File: src/rtl/prog_cntr_sel_ctrl_if.sv
// ---------------------------------------------------------------------------
// prog_cntr_sel_ctrl_if
//   Bundles the control events going into the fetch-stage PC-select
//   controller and the mux-select / strobe outputs coming back from it.
//
//   Event signalling: branch_taken and ret_req are single-cycle pulses with
//   no backpressure. The only flow control is stall, which blocks PC loads
//   while high. The controller remembers events that arrive during a stall.
//   int_req is a level and is sampled every cycle.
//
//   Modports:
//     master : the decode/execute side (drives events, observes outputs)
//     slave  : the controller itself
//
//   Signals:
//     stall, branch_taken, ret_req, reti, int_req, int_en   (master -> slave)
//     sel_signals[3:0], pc_load_en, flush_fetch, int_ack,
//     ret_addr_push, int_active                             (slave -> master)
//     dbg_state[1:0], dbg_pend_branch, dbg_pend_ret,
//     dbg_pend_reti                                         (slave -> master)
// ---------------------------------------------------------------------------
interface prog_cntr_sel_ctrl_if;
    logic       stall;
    logic       branch_taken;
    logic       ret_req;
    logic       reti;
    logic       int_req;
    logic       int_en;

    logic [3:0] sel_signals;
    logic       pc_load_en;
    logic       flush_fetch;
    logic       int_ack;
    logic       ret_addr_push;
    logic       int_active;

    // Internal state exposed for observation only.
    logic [1:0] dbg_state;
    logic       dbg_pend_branch;
    logic       dbg_pend_ret;
    logic       dbg_pend_reti;

    modport master (
        output stall, branch_taken, ret_req, reti, int_req, int_en,
        input  sel_signals, pc_load_en, flush_fetch, int_ack,
               ret_addr_push, int_active,
               dbg_state, dbg_pend_branch, dbg_pend_ret, dbg_pend_reti
    );

    modport slave (
        input  stall, branch_taken, ret_req, reti, int_req, int_en,
        output sel_signals, pc_load_en, flush_fetch, int_ack,
               ret_addr_push, int_active,
               dbg_state, dbg_pend_branch, dbg_pend_ret, dbg_pend_reti
    );
endinterface

File: src/rtl/prog_cntr_sel_ctrl.sv
// ---------------------------------------------------------------------------
// prog_cntr_sel_ctrl
//   Fetch-stage controller for the program-counter load mux. It chooses
//   between sequential fetch, taken branches, returns and interrupt entry.
//   It holds the PC during stalls, and remembers branch and return events
//   that arrive while the PC is held. Before it vectors to an interrupt, it
//   holds the PC for DRAIN_CYCLES cycles so that in-flight instructions can
//   resolve.
//
//   Ports:
//     clock : system clock, rising edge
//     reset : synchronous, active-high
//     bus   : prog_cntr_sel_ctrl_if.slave
//       sel_signals one-hot select: bit0 branch target, bit1 next PC,
//                   bit2 interrupt vector, bit3 return address,
//                   0000 selects address 0
//
//   Parameters:
//     DRAIN_CYCLES : hold cycles before an interrupt jump (1..2^CNT_W-1)
//     CNT_W        : drain counter width
// ---------------------------------------------------------------------------
module prog_cntr_sel_ctrl #(
    parameter int DRAIN_CYCLES = 2,
    parameter int CNT_W        = 2
) (
    input  logic                 clock,
    input  logic                 reset,
    prog_cntr_sel_ctrl_if.slave  bus
);

    typedef enum logic [1:0] {
        ST_BOOT  = 2'd0,
        ST_RUN   = 2'd1,
        ST_DRAIN = 2'd2
    } state_t;

    localparam logic [3:0] SEL_ZERO   = 4'b0000;
    localparam logic [3:0] SEL_BRANCH = 4'b0001;
    localparam logic [3:0] SEL_NEXT   = 4'b0010;
    localparam logic [3:0] SEL_VECTOR = 4'b0100;
    localparam logic [3:0] SEL_RET    = 4'b1000;

    // Counter value loaded when a drain starts or restarts. A counter value
    // of zero means that the next event-free cycle performs the jump.
    localparam logic [CNT_W-1:0] CNT_RELOAD = CNT_W'(DRAIN_CYCLES - 1);

    state_t           r_state;
    logic             r_pend_branch;
    logic             r_pend_ret;
    logic             r_pend_reti;
    logic             r_int_active;
    logic [CNT_W-1:0] r_cnt;

    logic             w_branch;
    logic             w_ret;
    logic             w_is_reti;
    logic             w_int_ok;
    logic             w_take_int;
    logic             w_cnt_zero;
    logic             w_latch_ret;

    // A branch outranks a return. A live branch also outranks a pending
    // return, and a return that arrives in the same cycle as a branch is
    // dropped.
    assign w_branch    = bus.branch_taken | r_pend_branch;
    assign w_ret       = bus.ret_req | r_pend_ret;
    assign w_is_reti   = bus.ret_req ? bus.reti : r_pend_reti;
    assign w_int_ok    = bus.int_req & bus.int_en;
    assign w_take_int  = w_int_ok & ~r_int_active;
    assign w_cnt_zero  = (r_cnt == '0);
    assign w_latch_ret = bus.ret_req & ~bus.branch_taken;

    // ------------------------------------------------------------------
    // Outputs: combinational from the registered state and the current
    // inputs. While reset is asserted, every strobe is forced low.
    // ------------------------------------------------------------------
    always_comb begin
        bus.sel_signals   = SEL_NEXT;
        bus.pc_load_en    = 1'b0;
        bus.flush_fetch   = 1'b0;
        bus.int_ack       = 1'b0;
        bus.ret_addr_push = 1'b0;
        if (reset) begin
            bus.sel_signals = SEL_ZERO;
        end else begin
            case (r_state)
                ST_BOOT: begin
                    bus.sel_signals = SEL_ZERO;
                    bus.pc_load_en  = 1'b1;
                    bus.flush_fetch = 1'b1;
                end
                ST_RUN: begin
                    if (!bus.stall) begin
                        if (w_branch) begin
                            bus.sel_signals = SEL_BRANCH;
                            bus.pc_load_en  = 1'b1;
                            bus.flush_fetch = 1'b1;
                        end else if (w_ret) begin
                            bus.sel_signals = SEL_RET;
                            bus.pc_load_en  = 1'b1;
                            bus.flush_fetch = 1'b1;
                        end else if (!w_take_int) begin
                            bus.pc_load_en = 1'b1;
                        end
                    end
                end
                ST_DRAIN: begin
                    if (!bus.stall) begin
                        if (w_branch) begin
                            bus.sel_signals = SEL_BRANCH;
                            bus.pc_load_en  = 1'b1;
                            bus.flush_fetch = 1'b1;
                        end else if (w_ret) begin
                            bus.sel_signals = SEL_RET;
                            bus.pc_load_en  = 1'b1;
                            bus.flush_fetch = 1'b1;
                        end else if (w_cnt_zero) begin
                            bus.sel_signals   = SEL_VECTOR;
                            bus.pc_load_en    = 1'b1;
                            bus.flush_fetch   = 1'b1;
                            bus.int_ack       = 1'b1;
                            bus.ret_addr_push = 1'b1;
                        end
                    end
                end
                default: begin
                    bus.sel_signals = SEL_ZERO;
                end
            endcase
        end
    end

    // ------------------------------------------------------------------
    // State, pending events, interrupt-active flag and drain counter.
    // ------------------------------------------------------------------
    always_ff @(posedge clock) begin
        if (reset) begin
            r_state       <= ST_BOOT;
            r_pend_branch <= 1'b0;
            r_pend_ret    <= 1'b0;
            r_pend_reti   <= 1'b0;
            r_int_active  <= 1'b0;
            r_cnt         <= '0;
        end else begin
            case (r_state)
                ST_BOOT: begin
                    r_state <= ST_RUN;
                end

                ST_RUN: begin
                    if (bus.stall) begin
                        if (bus.branch_taken) r_pend_branch <= 1'b1;
                        if (w_latch_ret) begin
                            r_pend_ret  <= 1'b1;
                            r_pend_reti <= bus.reti;
                        end
                    end else if (w_branch) begin
                        r_pend_branch <= 1'b0;
                        r_pend_ret    <= 1'b0;
                        r_pend_reti   <= 1'b0;
                    end else if (w_ret) begin
                        r_pend_ret  <= 1'b0;
                        r_pend_reti <= 1'b0;
                        if (w_is_reti) r_int_active <= 1'b0;
                    end else if (w_take_int) begin
                        r_cnt   <= CNT_RELOAD;
                        r_state <= ST_DRAIN;
                    end
                end

                ST_DRAIN: begin
                    if (bus.stall) begin
                        // Hold the counter and remember the events.
                        if (bus.branch_taken) r_pend_branch <= 1'b1;
                        if (w_latch_ret) begin
                            r_pend_ret  <= 1'b1;
                            r_pend_reti <= bus.reti;
                        end
                    end else if (w_branch) begin
                        // The redirect creates new in-flight work, so the
                        // drain starts again.
                        r_pend_branch <= 1'b0;
                        r_pend_ret    <= 1'b0;
                        r_pend_reti   <= 1'b0;
                        r_cnt         <= CNT_RELOAD;
                    end else if (w_ret) begin
                        r_pend_ret  <= 1'b0;
                        r_pend_reti <= 1'b0;
                        if (w_is_reti) r_int_active <= 1'b0;
                        r_cnt <= CNT_RELOAD;
                    end else if (!w_cnt_zero) begin
                        // If the request is withdrawn mid-drain, abandon the
                        // entry without jumping.
                        if (!w_int_ok) r_state <= ST_RUN;
                        else           r_cnt   <= r_cnt - CNT_W'(1);
                    end else begin
                        r_int_active <= 1'b1;
                        r_state      <= ST_RUN;
                    end
                end

                default: begin
                    r_state <= ST_BOOT;
                end
            endcase
        end
    end

    assign bus.int_active      = r_int_active;
    assign bus.dbg_state       = r_state;
    assign bus.dbg_pend_branch = r_pend_branch;
    assign bus.dbg_pend_ret    = r_pend_ret;
    assign bus.dbg_pend_reti   = r_pend_reti;

endmodule
File: src/flat_wrapper.sv
// flat-port wrapper written by rule: the top's interface ports become plain ports
module prog_cntr_sel_ctrl_flat 
#(
    parameter int DRAIN_CYCLES = 2,
    parameter int CNT_W        = 2
)
  (clock, reset, bus_stall, bus_branch_taken, bus_ret_req, bus_reti, bus_int_req, bus_int_en, bus_sel_signals, bus_pc_load_en, bus_flush_fetch, bus_int_ack, bus_ret_addr_push, bus_int_active, bus_dbg_state, bus_dbg_pend_branch, bus_dbg_pend_ret, bus_dbg_pend_reti);
  prog_cntr_sel_ctrl_if bus_i ();
  input  logic clock;
  input  logic reset;
  input wire logic [$bits(bus_i.stall)-1:0] bus_stall;
  input wire logic [$bits(bus_i.branch_taken)-1:0] bus_branch_taken;
  input wire logic [$bits(bus_i.ret_req)-1:0] bus_ret_req;
  input wire logic [$bits(bus_i.reti)-1:0] bus_reti;
  input wire logic [$bits(bus_i.int_req)-1:0] bus_int_req;
  input wire logic [$bits(bus_i.int_en)-1:0] bus_int_en;
  output wire logic [$bits(bus_i.sel_signals)-1:0] bus_sel_signals;
  output wire logic [$bits(bus_i.pc_load_en)-1:0] bus_pc_load_en;
  output wire logic [$bits(bus_i.flush_fetch)-1:0] bus_flush_fetch;
  output wire logic [$bits(bus_i.int_ack)-1:0] bus_int_ack;
  output wire logic [$bits(bus_i.ret_addr_push)-1:0] bus_ret_addr_push;
  output wire logic [$bits(bus_i.int_active)-1:0] bus_int_active;
  output wire logic [$bits(bus_i.dbg_state)-1:0] bus_dbg_state;
  output wire logic [$bits(bus_i.dbg_pend_branch)-1:0] bus_dbg_pend_branch;
  output wire logic [$bits(bus_i.dbg_pend_ret)-1:0] bus_dbg_pend_ret;
  output wire logic [$bits(bus_i.dbg_pend_reti)-1:0] bus_dbg_pend_reti;
  assign bus_i.stall = bus_stall;
  assign bus_i.branch_taken = bus_branch_taken;
  assign bus_i.ret_req = bus_ret_req;
  assign bus_i.reti = bus_reti;
  assign bus_i.int_req = bus_int_req;
  assign bus_i.int_en = bus_int_en;
  assign bus_sel_signals = bus_i.sel_signals;
  assign bus_pc_load_en = bus_i.pc_load_en;
  assign bus_flush_fetch = bus_i.flush_fetch;
  assign bus_int_ack = bus_i.int_ack;
  assign bus_ret_addr_push = bus_i.ret_addr_push;
  assign bus_int_active = bus_i.int_active;
  assign bus_dbg_state = bus_i.dbg_state;
  assign bus_dbg_pend_branch = bus_i.dbg_pend_branch;
  assign bus_dbg_pend_ret = bus_i.dbg_pend_ret;
  assign bus_dbg_pend_reti = bus_i.dbg_pend_reti;
  prog_cntr_sel_ctrl #(.DRAIN_CYCLES(DRAIN_CYCLES), .CNT_W(CNT_W)) u_core (.clock(clock), .reset(reset), .bus(bus_i));
endmodule
File: config.mk
export PLATFORM = sky130hd
export DESIGN_NAME = prog_cntr_sel_ctrl_flat
export DESIGN_NICKNAME = d
export VERILOG_FILES = /design/src/rtl/prog_cntr_sel_ctrl_if.sv /design/src/rtl/prog_cntr_sel_ctrl.sv /design/src/flat_wrapper.sv
export SDC_FILE = /design/constraint.sdc
export NUM_CORES = 1
export LEC_CHECK = 0
export BUFFER_PORTS_ARGS = -buffer_cell sky130_fd_sc_hd__buf_2
export CAP_MARGIN = 10
export CORE_AREA = 2 2 39 41
export DETAILED_ROUTE_END_ITERATION = 12
export DIE_AREA = 0 0 41 43
export PLACE_DENSITY = 0.88
export SYNTH_ARGS = -nofsm -noshare
export SYNTH_HDL_FRONTEND = slang
export SYNTH_SLANG_ARGS = --single-unit
File: constraint.sdc
create_clock -name clock -period 6.35 [get_ports clock]
set_clock_uncertainty 0.1 [all_clocks]
set_input_delay 0.635 -clock clock [delete_from_list [all_inputs] [get_ports clock]]
set_output_delay 0.635 -clock clock [all_outputs]
set_load 0.02 [all_outputs]
==> impl_metrics.toml <==
[outcome]
status = "completed"

[global_routing]
antenna_found_initial = 0
globalRouteTotalUtil_pct = 19.0
grt-ovfl-total = 0
grt_max_degree = 15
grt_pass1_wl_mm = 2.28
grt_pass1_vias = 570

[floorplan]
core_mm2 = 0.00138
die-area_mm2 = 0.00176
die-height_um = 43
rows = 14
initial_core_util_pct = 46.4
die_w_um = 41
io_pins = 22

[synthesis]
async_flop_share_pct = 0
synth_nets = 97
synth_cells = 84
synth_warnings = 0
synth_area_um2 = 642
synth_edf_count = 0
synth_cell_type_count = 32
ys_seq_area_share_pct = 25.0
ys_seq_elements = 8
syn_area_per_cell_um2 = 7.64
synth_flop_cell = "dfxtp_1"

[clock_tree]
cts_tree = "done"
cts_sinks = 8
numCtsBuffers = 3
hold_buffers = 0
path_clk_slew_ns = 0.06
cts_resized = 0
clock_latency_ns = 0.27
clock-root-buffer = "clkbuf_4"
clockBufferDepth = 2
post_cts_buffers = 0
ctsHtreeMaxLevel = 1

[critical_path]
critPathRequiredTime_ns = 5.61
worstSetupPathType = "in2out"
cp_max_fo = 9
cp.arrival_ns = 2.12
end_kind = "output pin"
start_kind = "primary input"

[sta]
timing.fmax_mhz = 350
finalSetupTns_ns = 0
period_minus_slack_ns = 2.86
setup_violations = 0
post-route-period-util_pct = 45.0
hold_viol_final = 0
setup_slack_ns = 3.49
maxSlewViolCount = 0
holdWs_ns = 0.375
max-slew-margin-rel_pct = 57.9
rsz0062_at_grt = "no"
worstMarginPinSlew_ns = 0.624

[detailed_routing]
dr.pass1.iters = 4
drt_iter0_markers = 15
drc = 0
wl_per_cell_um = 12.6
ant_nets = 0
routed_wl_mm = 1.52
num_vias = 707
routed_via_density = 5.89

[finish]
syn_to_final_growth_pct = 19.9
fillers = 137
drive_gt1_share_pct = 24.0
diodes = 0
final_core_util_pct = 55.6
nNetsFinal = 119

[power_and_ir_drop]
power_uw = 247
p_per_area_mw_per_mm2 = 321
peakVddDrop_mv = 0.195
leakage_uw = 0.000349

[placement]
place_congestion = 0.892
dp_slack_ns = 3.50
place_hpwl_mm = 1.14
port_buffers = 21

[run]
drv_cap = 0

[worst_hold_path]
hp-class = "reg2reg"
-- where the power goes --
part           internal [uW]  switching, uW  total (uW)
clock                   21.8           20.2        42.0
sequential              59.7           9.53        69.2
combinational           51.9           83.7         136
total                    133            113         247
-- cells in the mapped netlist (all sizes together), types with 2 or more instances --
cell type / n / area (um^2)
or4: 4 / 30.0
nand3: 2 / 10.0
nand2: 4 / 15.0
a21oi: 5 / 25.0
a21boi: 2 / 15.0
dfxtp: 8 / 160
o31ai: 4 / 30.0
ha: 5 / 62.6
inv: 7 / 26.3
clkbuf: 2 / 7.51
nor3: 4 / 20.0
nand2b: 3 / 18.8
buf: 2 / 12.5
and3b: 2 / 17.5
nor2b: 3 / 18.8
nor2: 10 / 37.5
o21ai: 3 / 15.0
-- cell type report --
class | instances | area [um^2] | share of cell area (%)
flip-flops and latches | 8 | 160 | 20.8
multi-input cells | 65 | 435 | 56.6
inverters | 7 | 26.3 | 3.41
repair buffers | 21 | 105 | 13.7
clock buffers | 3 | 22.5 | 2.93
well taps | 16 | 20.0 | 2.60
-- cell families after synthesis --
family / Yosys count / synth area share [%]
compound gates: 25 / 28.5
fa+ha+maj: 5 / 9.75
buf+inv: 11 / 7.21
flops: 8 / 25.0
mux: 1 / 1.56
simple gates: 34 / 28.1
-- critical path, cell delays in order --
cell and delay [ns]:
buf_2 0.14, or4_1 0.64, or3_1 0.42, nor2_1 0.12, buf_2 0.18
-- flip-flops by register name, indices dropped and copies added, names as in the netlist --
register                    count
u_core.bus.dbg_pend_branch      1
u_core.bus.dbg_pend_ret         1
u_core.bus.dbg_pend_reti        1
u_core.bus.dbg_state            2
u_core.bus.int_active           1
u_core.r_cnt                    2
-- stage by stage --
step	cell area (um^2)	cells
2_1_floorplan	642	84
3_3_place_gp	747	117
3_5_place_dp	747	117
4_1_cts	769	120
5_1_grt	769	120
6_report	769	120
-- final timing paths --
check,from,slack (ns),cells past startpoint,endpoint
setup reg to reg,u_core.bus.dbg_pend_ret$_SDFFE_PP0P_,4.08,4,u_core.r_cnt[0]$_SDFFE_PP0P_
setup / recovery,bus_ret_req,3.49,5,bus_int_ack
hold / removal,u_core.r_cnt[1]$_SDFFE_PP0P_,0.38,2,u_core.r_cnt[1]$_SDFFE_PP0P_
hold reg to reg,u_core.r_cnt[1]$_SDFFE_PP0P_,0.38,2,u_core.r_cnt[1]$_SDFFE_PP0P_
-- cells in the final DEF, fill, tap and decap left out --
cell / instances
buf_2: 21
nor2_1: 10
dfxtp_1: 8
inv_1: 7
a21oi_1: 5
ha_1: 5
nand2_1: 4
or4_1: 4
nor3_1: 4
o31ai_1: 4
nand2b_1: 3
o21ai_0: 3
nor2b_1: 3
clkbuf_4: 3
nand3_1: 2
a21boi_0: 2
and3b_1: 2
o21ba_2: 1
or3_1: 1
nor4_1: 1
o31a_1: 1
a22o_1: 1
a22oi_1: 1
o41ai_1: 1
a211o_1: 1
o2111ai_1: 1
o32a_1: 1
o311ai_0: 1
mux2i_1: 1
a211oi_1: 1
a41o_1: 1
-- routing by layer --
layer  GRT usage, %  routed length [um]  up-vias
met1           24.3                 656      320
li1               -                   -      354
met5              0                   0        -
met4           8.67                  19        0
met3           9.42                 122        4
met2           25.9                 717       29
Power figures use the tool's default switching activity.
